`src/rtl/bridge_pkg.sv`:
```
// Shared definitions for the AVR SPI to register-bus bridge: FSM encoding and
// command byte layout.
package bridge_pkg;

    typedef enum logic [3:0] {
        ST_IDLE,
        ST_CMD,
        ST_ADDR,
        ST_WDATA,
        ST_WBUS,
        ST_RDUMMY,
        ST_RDATA,
        ST_IGNORE,
        ST_DRAIN
    } state_t;

    localparam int         CMD_W_BIT     = 7;
    localparam int         CMD_INC_BIT   = 6;
    localparam logic [5:0] CMD_RSVD_MASK = 6'h3F;

    function automatic logic cmd_rsvd_bad(input logic [7:0] cmd);
        return (cmd[5:0] & CMD_RSVD_MASK) != 6'd0;
    endfunction

endpackage

```
`src/rtl/spi_sync_edge.sv`:
```
// Brings the asynchronous SPI pins into the clk domain and derives one-cycle
// edge pulses for sck and ss from the synchronised levels.
module spi_sync_edge #(
    parameter int SYNC_STAGES = 2
) (
    input  logic i_clk,
    input  logic i_rst_n,
    input  logic i_ss,
    input  logic i_sck,
    input  logic i_mosi,
    output logic o_ss,
    output logic o_mosi,
    output logic o_sck_rise,
    output logic o_sck_fall,
    output logic o_ss_fall,
    output logic o_ss_rise
);

    logic [SYNC_STAGES-1:0] r_ss_sync;
    logic [SYNC_STAGES-1:0] r_sck_sync;
    logic [SYNC_STAGES-1:0] r_mosi_sync;
    logic                   r_ss_prev;
    logic                   r_sck_prev;

    // ss resets deasserted so leaving reset never looks like a frame start
    always_ff @(posedge i_clk) begin
        if (!i_rst_n) begin
            r_ss_sync   <= '1;
            r_sck_sync  <= '0;
            r_mosi_sync <= '0;
            r_ss_prev   <= 1'b1;
            r_sck_prev  <= 1'b0;
        end else begin
            r_ss_sync   <= {r_ss_sync[SYNC_STAGES-2:0], i_ss};
            r_sck_sync  <= {r_sck_sync[SYNC_STAGES-2:0], i_sck};
            r_mosi_sync <= {r_mosi_sync[SYNC_STAGES-2:0], i_mosi};
            r_ss_prev   <= r_ss_sync[SYNC_STAGES-1];
            r_sck_prev  <= r_sck_sync[SYNC_STAGES-1];
        end
    end

    assign o_ss       = r_ss_sync[SYNC_STAGES-1];
    assign o_mosi     = r_mosi_sync[SYNC_STAGES-1];
    assign o_sck_rise =  r_sck_sync[SYNC_STAGES-1] & ~r_sck_prev;
    assign o_sck_fall = ~r_sck_sync[SYNC_STAGES-1] &  r_sck_prev;
    assign o_ss_fall  = ~r_ss_sync[SYNC_STAGES-1]  &  r_ss_prev;
    assign o_ss_rise  =  r_ss_sync[SYNC_STAGES-1]  & ~r_ss_prev;

endmodule

```
`src/rtl/avr_spi_reg_bridge.sv`:
```
// SPI mode-0 slave that turns command/address/data frames from the AVR into
// single or auto-incrementing burst cycles on a req/ack register bus.
module avr_spi_reg_bridge
    import bridge_pkg::*;
#(
    parameter int ADDR_W      = 16,
    parameter int DATA_W      = 8,
    parameter int SYNC_STAGES = 2
) (
    input  logic              clk,
    input  logic              rst_n,
    input  logic              spi_ss,
    input  logic              spi_sck,
    input  logic              spi_mosi,
    output logic              spi_miso,
    output logic              spi_miso_oe,
    output logic              bus_req,
    output logic              bus_we,
    output logic [ADDR_W-1:0] bus_addr,
    output logic [DATA_W-1:0] bus_wdata,
    input  logic [DATA_W-1:0] bus_rdata,
    input  logic              bus_ack,
    output logic              busy,
    output logic              frame_err
);

    localparam int SW = (ADDR_W > DATA_W) ? ADDR_W : DATA_W;

    logic w_ss, w_mosi, w_sck_rise, w_sck_fall, w_ss_fall, w_ss_rise;

    spi_sync_edge #(.SYNC_STAGES(SYNC_STAGES)) u_sync (
        .i_clk      (clk),
        .i_rst_n    (rst_n),
        .i_ss       (spi_ss),
        .i_sck      (spi_sck),
        .i_mosi     (spi_mosi),
        .o_ss       (w_ss),
        .o_mosi     (w_mosi),
        .o_sck_rise (w_sck_rise),
        .o_sck_fall (w_sck_fall),
        .o_ss_fall  (w_ss_fall),
        .o_ss_rise  (w_ss_rise)
    );

    state_t            r_state;
    logic              r_cmd_w, r_cmd_inc;
    logic [5:0]        r_bit_cnt;
    logic [SW-2:0]     r_shift;
    logic [ADDR_W-1:0] r_addr;
    logic [ADDR_W-1:0] r_bus_addr;
    logic [DATA_W-1:0] r_bus_wdata;
    logic [DATA_W-1:0] r_tx;
    logic [DATA_W-1:0] r_rbuf;
    logic              r_bus_req, r_bus_we, r_miso, r_frame_err;
    logic              r_rbuf_vld, r_discard, r_pf_pend;

    logic [SW-1:0]     w_shift_nxt;
    logic [5:0]        w_phase_len;
    logic              w_active, w_last, w_rd_ack, w_word_avail;
    logic [DATA_W-1:0] w_word;
    logic [ADDR_W-1:0] w_next_addr;

    always_comb begin
        w_shift_nxt = {r_shift, w_mosi};
        w_phase_len = 6'd8;
        w_active    = 1'b1;
        case (r_state)
            ST_CMD, ST_RDUMMY:           w_phase_len = 6'd8;
            ST_ADDR:                     w_phase_len = 6'(ADDR_W);
            ST_WDATA, ST_WBUS, ST_RDATA: w_phase_len = 6'(DATA_W);
            default:                     w_active    = 1'b0;
        endcase
        w_last       = (r_bit_cnt == w_phase_len - 6'd1);
        w_rd_ack     = r_bus_req && bus_ack && !r_bus_we && !r_discard;
        w_word_avail = r_rbuf_vld || w_rd_ack;
        w_word       = w_rd_ack ? bus_rdata : r_rbuf;
        w_next_addr  = r_cmd_inc ? r_addr + ADDR_W'(1) : r_addr;
    end

    always_ff @(posedge clk) begin
        if (!rst_n) begin
            r_state     <= ST_IDLE;
            r_cmd_w     <= 1'b0;
            r_cmd_inc   <= 1'b0;
            r_bit_cnt   <= '0;
            r_shift     <= '0;
            r_tx        <= '0;
            r_bus_req   <= 1'b0;
            r_bus_we    <= 1'b0;
            r_bus_addr  <= '0;
            r_bus_wdata <= '0;
            r_miso      <= 1'b1;
            r_frame_err <= 1'b0;
            r_rbuf_vld  <= 1'b0;
            r_discard   <= 1'b0;
            r_pf_pend   <= 1'b0;
        end else begin
            r_frame_err <= 1'b0;

            if (r_bus_req && bus_ack) begin
                r_bus_req <= 1'b0;
                r_discard <= 1'b0;
                if (w_rd_ack) begin
                    r_rbuf     <= bus_rdata;
                    r_rbuf_vld <= 1'b1;
                end
            end

            // A prefetch that found the bus busy goes out once it frees up
            if (r_pf_pend && !r_bus_req && r_state == ST_RDATA) begin
                r_bus_req  <= 1'b1;
                r_bus_we   <= 1'b0;
                r_bus_addr <= r_addr;
                r_pf_pend  <= 1'b0;
            end

            if (w_sck_rise && w_active) begin
                r_shift   <= w_shift_nxt[SW-2:0];
                r_bit_cnt <= w_last ? 6'd0 : r_bit_cnt + 6'd1;
            end

            if (w_sck_fall && r_state == ST_RDATA) begin
                r_miso <= r_tx[DATA_W-1];
                r_tx   <= {r_tx[DATA_W-2:0], 1'b0};
            end

            case (r_state)
                ST_IDLE: begin
                    if (w_ss_fall) begin
                        r_state    <= ST_CMD;
                        r_bit_cnt  <= '0;
                        r_miso     <= 1'b0;
                        r_tx       <= '0;
                        r_rbuf_vld <= 1'b0;
                        r_discard  <= 1'b0;
                        r_pf_pend  <= 1'b0;
                    end
                end
                ST_CMD: begin
                    if (w_sck_rise && w_last) begin
                        r_cmd_w   <= w_shift_nxt[CMD_W_BIT];
                        r_cmd_inc <= w_shift_nxt[CMD_INC_BIT];
                        if (cmd_rsvd_bad(w_shift_nxt[7:0])) begin
                            r_frame_err <= 1'b1;
                            r_state     <= ST_IGNORE;
                        end else begin
                            r_state <= ST_ADDR;
                        end
                    end
                end
                ST_ADDR: begin
                    if (w_sck_rise && w_last) begin
                        r_addr <= w_shift_nxt[ADDR_W-1:0];
                        if (r_cmd_w) begin
                            r_state <= ST_WDATA;
                        end else begin
                            r_state    <= ST_RDUMMY;
                            r_bus_req  <= 1'b1;
                            r_bus_we   <= 1'b0;
                            r_bus_addr <= w_shift_nxt[ADDR_W-1:0];
                            r_rbuf_vld <= 1'b0;
                        end
                    end
                end
                ST_WDATA: begin
                    if (w_sck_rise && w_last) begin
                        r_state     <= ST_WBUS;
                        r_bus_req   <= 1'b1;
                        r_bus_we    <= 1'b1;
                        r_bus_addr  <= r_addr;
                        r_bus_wdata <= w_shift_nxt[DATA_W-1:0];
                    end
                end
                ST_WBUS: begin
                    if (bus_ack) begin
                        r_state <= ST_WDATA;
                        r_addr  <= w_next_addr;
                    end
                end
                // Word boundary: hand out the fetched word or all-ones if it missed the deadline
                ST_RDUMMY, ST_RDATA: begin
                    if (w_sck_rise && w_last) begin
                        r_state    <= ST_RDATA;
                        r_rbuf_vld <= 1'b0;
                        r_addr     <= w_next_addr;
                        if (w_word_avail) begin
                            r_tx <= w_word;
                        end else begin
                            r_tx        <= '1;
                            r_frame_err <= 1'b1;
                            if (r_bus_req && !bus_ack)
                                r_discard <= 1'b1;
                        end
                        if (r_bus_req) begin
                            r_pf_pend <= 1'b1;
                        end else begin
                            r_bus_req  <= 1'b1;
                            r_bus_we   <= 1'b0;
                            r_bus_addr <= w_next_addr;
                        end
                    end
                end
                ST_DRAIN: begin
                    if (bus_ack)
                        r_state <= ST_IDLE;
                end
                default: ;
            endcase

            // End of frame: finish any outstanding bus cycle before going idle
            if (w_ss_rise && r_state != ST_IDLE) begin
                r_pf_pend <= 1'b0;
                if (r_bus_req && !bus_ack) begin
                    r_state <= ST_DRAIN;
                end else begin
                    r_state   <= ST_IDLE;
                    r_bus_req <= 1'b0;
                end
            end
        end
    end

    assign spi_miso    = r_miso;
    assign spi_miso_oe = ~w_ss;
    assign bus_req     = r_bus_req;
    assign bus_we      = r_bus_we;
    assign bus_addr    = r_bus_addr;
    assign bus_wdata   = r_bus_wdata;
    assign busy        = (r_state != ST_IDLE);
    assign frame_err   = r_frame_err;

endmodule

```
`config.mk`:
```
export PLATFORM = sky130hd
export DESIGN_NAME = avr_spi_reg_bridge
export DESIGN_NICKNAME = d
export VERILOG_FILES = /design/src/rtl/bridge_pkg.sv /design/src/rtl/spi_sync_edge.sv /design/src/rtl/avr_spi_reg_bridge.sv
export SDC_FILE = /design/constraint.sdc
export NUM_CORES = 1
export LEC_CHECK = 0
export CORE_ASPECT_RATIO = 0.5
export CORE_MARGIN = 10
export CORE_UTILIZATION = 62
export CTS_BUF_LIST = sky130_fd_sc_hd__clkbuf_8 sky130_fd_sc_hd__clkbuf_16
export CTS_CLUSTER_DIAMETER = 80
export DETAILED_ROUTE_END_ITERATION = 7
export MAX_ROUTING_LAYER = met4
export PLACE_DENSITY_LB_ADDON = 0.15
export SYNTH_ARGS = -nofsm -noshare
export SYNTH_HDL_FRONTEND = slang
export SYNTH_SLANG_ARGS = --single-unit
```
`constraint.sdc`:
```
create_clock -name clk -period 6.5 [get_ports clk]
set_clock_uncertainty 0.05 [all_clocks]
set_input_delay 0.975 -clock clk [delete_from_list [all_inputs] [get_ports clk]]
set_output_delay 0.975 -clock clk [all_outputs]
set_load 0.02 [all_outputs]
```
# After elaboration in Yosys (flattened, before gate mapping)
# Cells that the tools add are included.
# classes
add_sub_neg,3
mul,0
div_mod_pow,0
n_lt_le_gt_ge,0
n_eq_ne,18
shift,0
mux,79
bitwise,9
n_reduce_logical,28
# op_table
cell,count
two-way mux 16 bit,10
case mux 16 bit (3 select lines),2
two-way mux 8 bit,5
two-way mux 1 bit,38
two-way mux 4 bit,9
case mux 4 bit (7 select lines),1
two-way mux 6 bit,4
"inequality test 3 bit, second input constant",6
"adder 16 x 1 -> 16 bit, second input constant",1
case mux 8 bit (2 select lines),1
"== test 4 x 3 -> 1 bit, second input constant",3
logical AND 1 bit,10
case mux 1 bit (3 select lines),3
"== test 4 x 2 -> 1 bit, second input constant",2
AND reduction 8 bit,1
nonzero test 8 bit,1
"adder 6 x 1 -> 6 bit, second input constant",1
== test 6 bit,1
two-way mux 3 bit,2
"inequality test 2 bit, second input constant",3
case mux 1 bit (2 select lines),3
AND reduction 2 bit,3
nonzero test 6 bit,1
OR reduction 6 bit,1
other kinds (14),25
# totals
ff_bits,98
latch_bits,0
mem_bits_rw,0
romBits,0
inputBits,14
output_inout_bits,30
wordCells,159
n_memories,0

# Longest topological paths before layout
# logic_depth
ltp_word,9
ltp_mapped,9
mapped_depth_nobuf,7

# Modules after synthesis
# From an unflattened synthesis, not the netlist that was laid out.
# hier_totals
hier_cells,543
hier_area_um2,4895.9
# modules_own_cells
module,instances,cells_per_inst,area_per_inst_um2
avr_spi_reg_bridge,1,523,4660.7
spi_sync_edge,1,20,235.2

# Least setup slack after synthesis
# OpenSTA, ideal clock, no wires.
# synth_path
path_kind,in2reg
from,input rst_n
to,"register r_addr[0], enable pin"
arrival_ns,2.455
required_ns,6.056
path_slack_ns,3.601
stages,5
path_buffers,1
path_cell_list,clkbuf_1 inv_1 nor2_1 o211ai_1 a21oi_1
# synth_between
elab_chain_cells,1
# synth_rtl
element,line,source
"start, declared",avr_spi_reg_bridge.sv:11,"input logic rst_n,"
AND reduction 5 bit (no source line),n/a,
"end signal, assigned",avr_spi_reg_bridge.sv:153,r_addr <= w_shift_nxt[ADDR_W-1:0];
"end signal, assigned",avr_spi_reg_bridge.sv:177,r_addr <= w_next_addr;
"end signal, assigned",avr_spi_reg_bridge.sv:185,r_addr <= w_next_addr;
"end, declared",avr_spi_reg_bridge.sv:49,logic [ADDR_W-1:0] r_addr;
# Every way passes these cells.
# A chain may end at the register's enable or synchronous reset.

# Final worst setup path
# layout_path
from,register r_state[3]
to,output busy
# layout_between
elab_chain_cells,1
# layout_rtl
element,line,source
"start, declared",avr_spi_reg_bridge.sv:45,state_t r_state;
"start signal, assigned",avr_spi_reg_bridge.sv:82,r_state <= ST_IDLE;
"start signal, assigned",avr_spi_reg_bridge.sv:130,r_state <= ST_CMD;
"start signal, assigned",avr_spi_reg_bridge.sv:145,r_state <= ST_IGNORE;
nonzero test 4 bit,avr_spi_reg_bridge.sv:229,assign busy = (r_state != ST_IDLE);
"end, declared",avr_spi_reg_bridge.sv:23,"output logic busy,"
# Every way passes these cells.

==> impl_metrics.py <==
metrics = {
    "worst_setup_path": {
        "critPathLaunchType": "flip-flop",
        "worstPathArrival_ps": 2580,
        "cp.required_ps": 5470,
        "worst-setup-path-type": "flip-flop to primary output",
        "crit_path_max_fanout": 19,
        "end_kind": "primary output",
    },
    "clocking": {
        "clockBufferDepth": 2,
        "h-tree-depth": 3,
        "insertion_delay_ps": 350,
        "clkSinkCount": 98,
        "cts_buffers": 9,
        "post_cts_buffers": 0,
        "cts_tree": "yes",
        "clk_pin_slew_ps": 70,
        "cts_hold_buf": 0,
        "clockRootBuffer": "clkbuf_16",
        "postCtsResizedCells": 0,
    },
    "placed_design": {
        "gp_congestion": 0.893,
        "hpwlAfterDp_um": 8210,
        "io_buffer_count": 43,
    },
    "cells_and_area": {
        "area_growth_syn_to_layout_pct": 15.5,
        "multi_input_area_um2": 2520,
        "fillers": 575,
        "layout.nets": 584,
        "drive_gt1_share_pct": 7.50,
        "diodes": 0,
        "final_common_cell": "nand2_1",
        "mostFrequentLayoutCells": "nand2_1 (85), dfxtp_1 (74), clkdlybuf4s50_1 (43)",
        "register_area_um2": 2200,
    },
    "timing": {
        "fin_crit_sh_pct": 55.4,
        "rsz0062_at_grt": "false",
        "final.setup.tns_ps": 0,
        "tightest_slew_ps": 1230,
        "max_slew_margin_pct": 17.4,
        "finalHoldViolCount": 0,
        "max_clock_freq_ghz": 0.278,
        "period_minus_slack_ps": 3600,
        "whs_ps": 367,
        "final-setup-viol-count": 0,
        "slew_violations": 0,
    },
    "drt": {
        "wl_per_cell_um": 18.1,
        "drtIter0Drc": 424,
        "first_pass_iters": 6,
        "drc_errors": 0,
        "drtAntennaViolNets": 0,
        "vias": 4250,
        "wl_um": 12300,
        "via_per_inst": 6.24,
    },
    "pwr": {
        "power.density_nw_per_um2": 279,
        "ir_drop_mv": 0.146,
        "p_comb_share_pct": 21.8,
        "p_sw_uw": 511,
        "power_frac_seq_pct": 46.0,
        "p_int_uw": 1060,
        "p_leak_uw": 0.00203,
        "total_power_uw": 1570,
        "switching_share_pct": 32.5,
        "pwr-share-clk_pct": 32.1,
    },
    "synthesis": {
        "synth_edf_count": 24,
        "ys_warn_count": 0,
        "synth_top_area_cell": "dfxtp_1",
        "synth_nets": 557,
        "synth_seq_area_share_pct": 45.2,
        "synth_top_area_share_pct": 30.4,
        "ys_ff_latch": 98,
        "ys_top_cells_by_area": "dfxtp_1 (30%), edfxtp_1 (15%), nand2_1 (6.5%), mux2i_1 (5.3%), a21oi_1 (3.7%)",
        "syn-instance-count": 541,
        "synth.distinct_cells": 63,
        "async_flop_share_pct": 0,
        "syn_avg_cell_area_um2": 9.01,
        "ys.flop_type": "dfxtp_1",
        "synth_area_um2": 4880,
    },
    "die": {
        "ios": 44,
        "die_h_um": 82.7,
        "row_count": 22,
        "core_area_um2": 7490,
        "initial_core_util_pct": 65.1,
        "die_area_um2": 12000,
        "die_w_um": 145,
    },
    "grt": {
        "grt_pass1_vias": 3987,
        "track_usage_pct": 21.4,
        "grt_start_max_net_pins": 34,
        "grt_pass1_wl_um": 20400,
        "grt.overflow.total": 0,
        "antenna_found_initial": 0,
    },
    "min_path": {
        "hp-class": "flip-flop to flip-flop",
    },
    "run": {
        "max_cap_viol_count": 0,
    },
    "status": {
        "outcome": "completed",
    },
}
final timing paths:
| kind | slack [ps] | end | cells past startpoint | from |
|---|---|---|---|---|
| worst max-delay path | 2900 | busy | 3 | r_state[3] |
| worst min-delay path | 370 | u_sync.r_ss_sync[1] | 1 | u_sync.r_ss_sync[0] |
| worst max register to register | 3430 | r_discard | 6 | r_state[1] |
| worst min register to register | 370 | u_sync.r_ss_sync[1] | 1 | u_sync.r_ss_sync[0] |
Yosys cell counts (10+ instances only):
| cell type | count |
|---|---|
| dfxtp_1 | 74 |
| nand2_1 | 85 |
| nor2_1 | 40 |
| nor3_1 | 10 |
| o21ai_0 | 32 |
| xor2_1 | 12 |
| mux2i_1 | 26 |
| mux2_2 | 12 |
| o22ai_1 | 13 |
| nand3_1 | 18 |
| a21oi_1 | 36 |
| edfxtp_1 | 24 |
| clkbuf_1 | 25 |
layout make-up:
class                           instances  share of cell area [%]
Timing Repair Buffer                   48                    8.31
Clock inverter                          6                   0.689
Multi-Input combinational cell        403                    44.7
Sequential cell                        98                    39.1
Clock buffer                           10                    4.24
Inverter                                8                   0.533
Tap cell                              108                    2.40
cells by family after synthesis:
kind of cell,count (synthesis),synth area share (%)
adders and majority gates,3,0.718
DFF,98,45.2
AOI/OAI and AO/OA,137,18.5
and+or+nand+nor,202,19.5
muxes,39,8.42
buffers and inverters,40,3.41
xor gates and xnor gates,22,4.34
layer usage:
| layer | vias up | GRT usage, % | wire [um] |
|---|---|---|---|
| li1 | 2041 | - | - |
| met1 | 1992 | 27.5 | 5700 |
| met2 | 196 | 32.7 | 5510 |
| met3 | 21 | 4.77 | 907 |
| met4 | 0 | 8.02 | 199 |
| met5 | - | - | 0 |
power groups by stage:
stage	clock [uW]	combinational [uW]	sequential [uW]
floorplan	0	276	703
global placement	0	332	734
detailed placement	0	334	735
CTS	505	337	722
global route	534	375	734
finish	506	343	724
sequential cells by signal, summed over array words and instances (netlist names):
register	count
r_bit_cnt	6
u_sync.r_sck_sync	2
r_rbuf	8
bus_addr	16
r_shift	15
bus_wdata	8
bus_we	1
r_cmd_inc	1
u_sync.r_ss_sync	2
r_tx	8
r_pf_pend	1
r_cmd_w	1
r_state	4
r_discard	1
frame_err	1
r_rbuf_vld	1
bus_req	1
r_addr	16
spi_miso	1
u_sync.r_mosi_sync	2
u_sync.r_ss_prev	1
u_sync.r_sck_prev	1
critical path: stages, from the launching register on:
cell	delay [ps]
dfxtp_1	510
nor4_1	810
inv_1	280
clkdlybuf4s50_1	620
metrics by stage:
step | area, um2 | utilization (%) | std cells | setup WS, ps
after floorplan | 4880 | - | 541 | 3600
after global placement | 5350 | 71.5 | 665 | 2920
after detailed placement | 5350 | 71.5 | 665 | 2850
after CTS | 5630 | 75.2 | 681 | 2930
after global routing | 5630 | 75.2 | 681 | 2670
final | 5630 | 75.2 | 681 | 2900
Note: power is estimated with default switching activity, not from simulation.
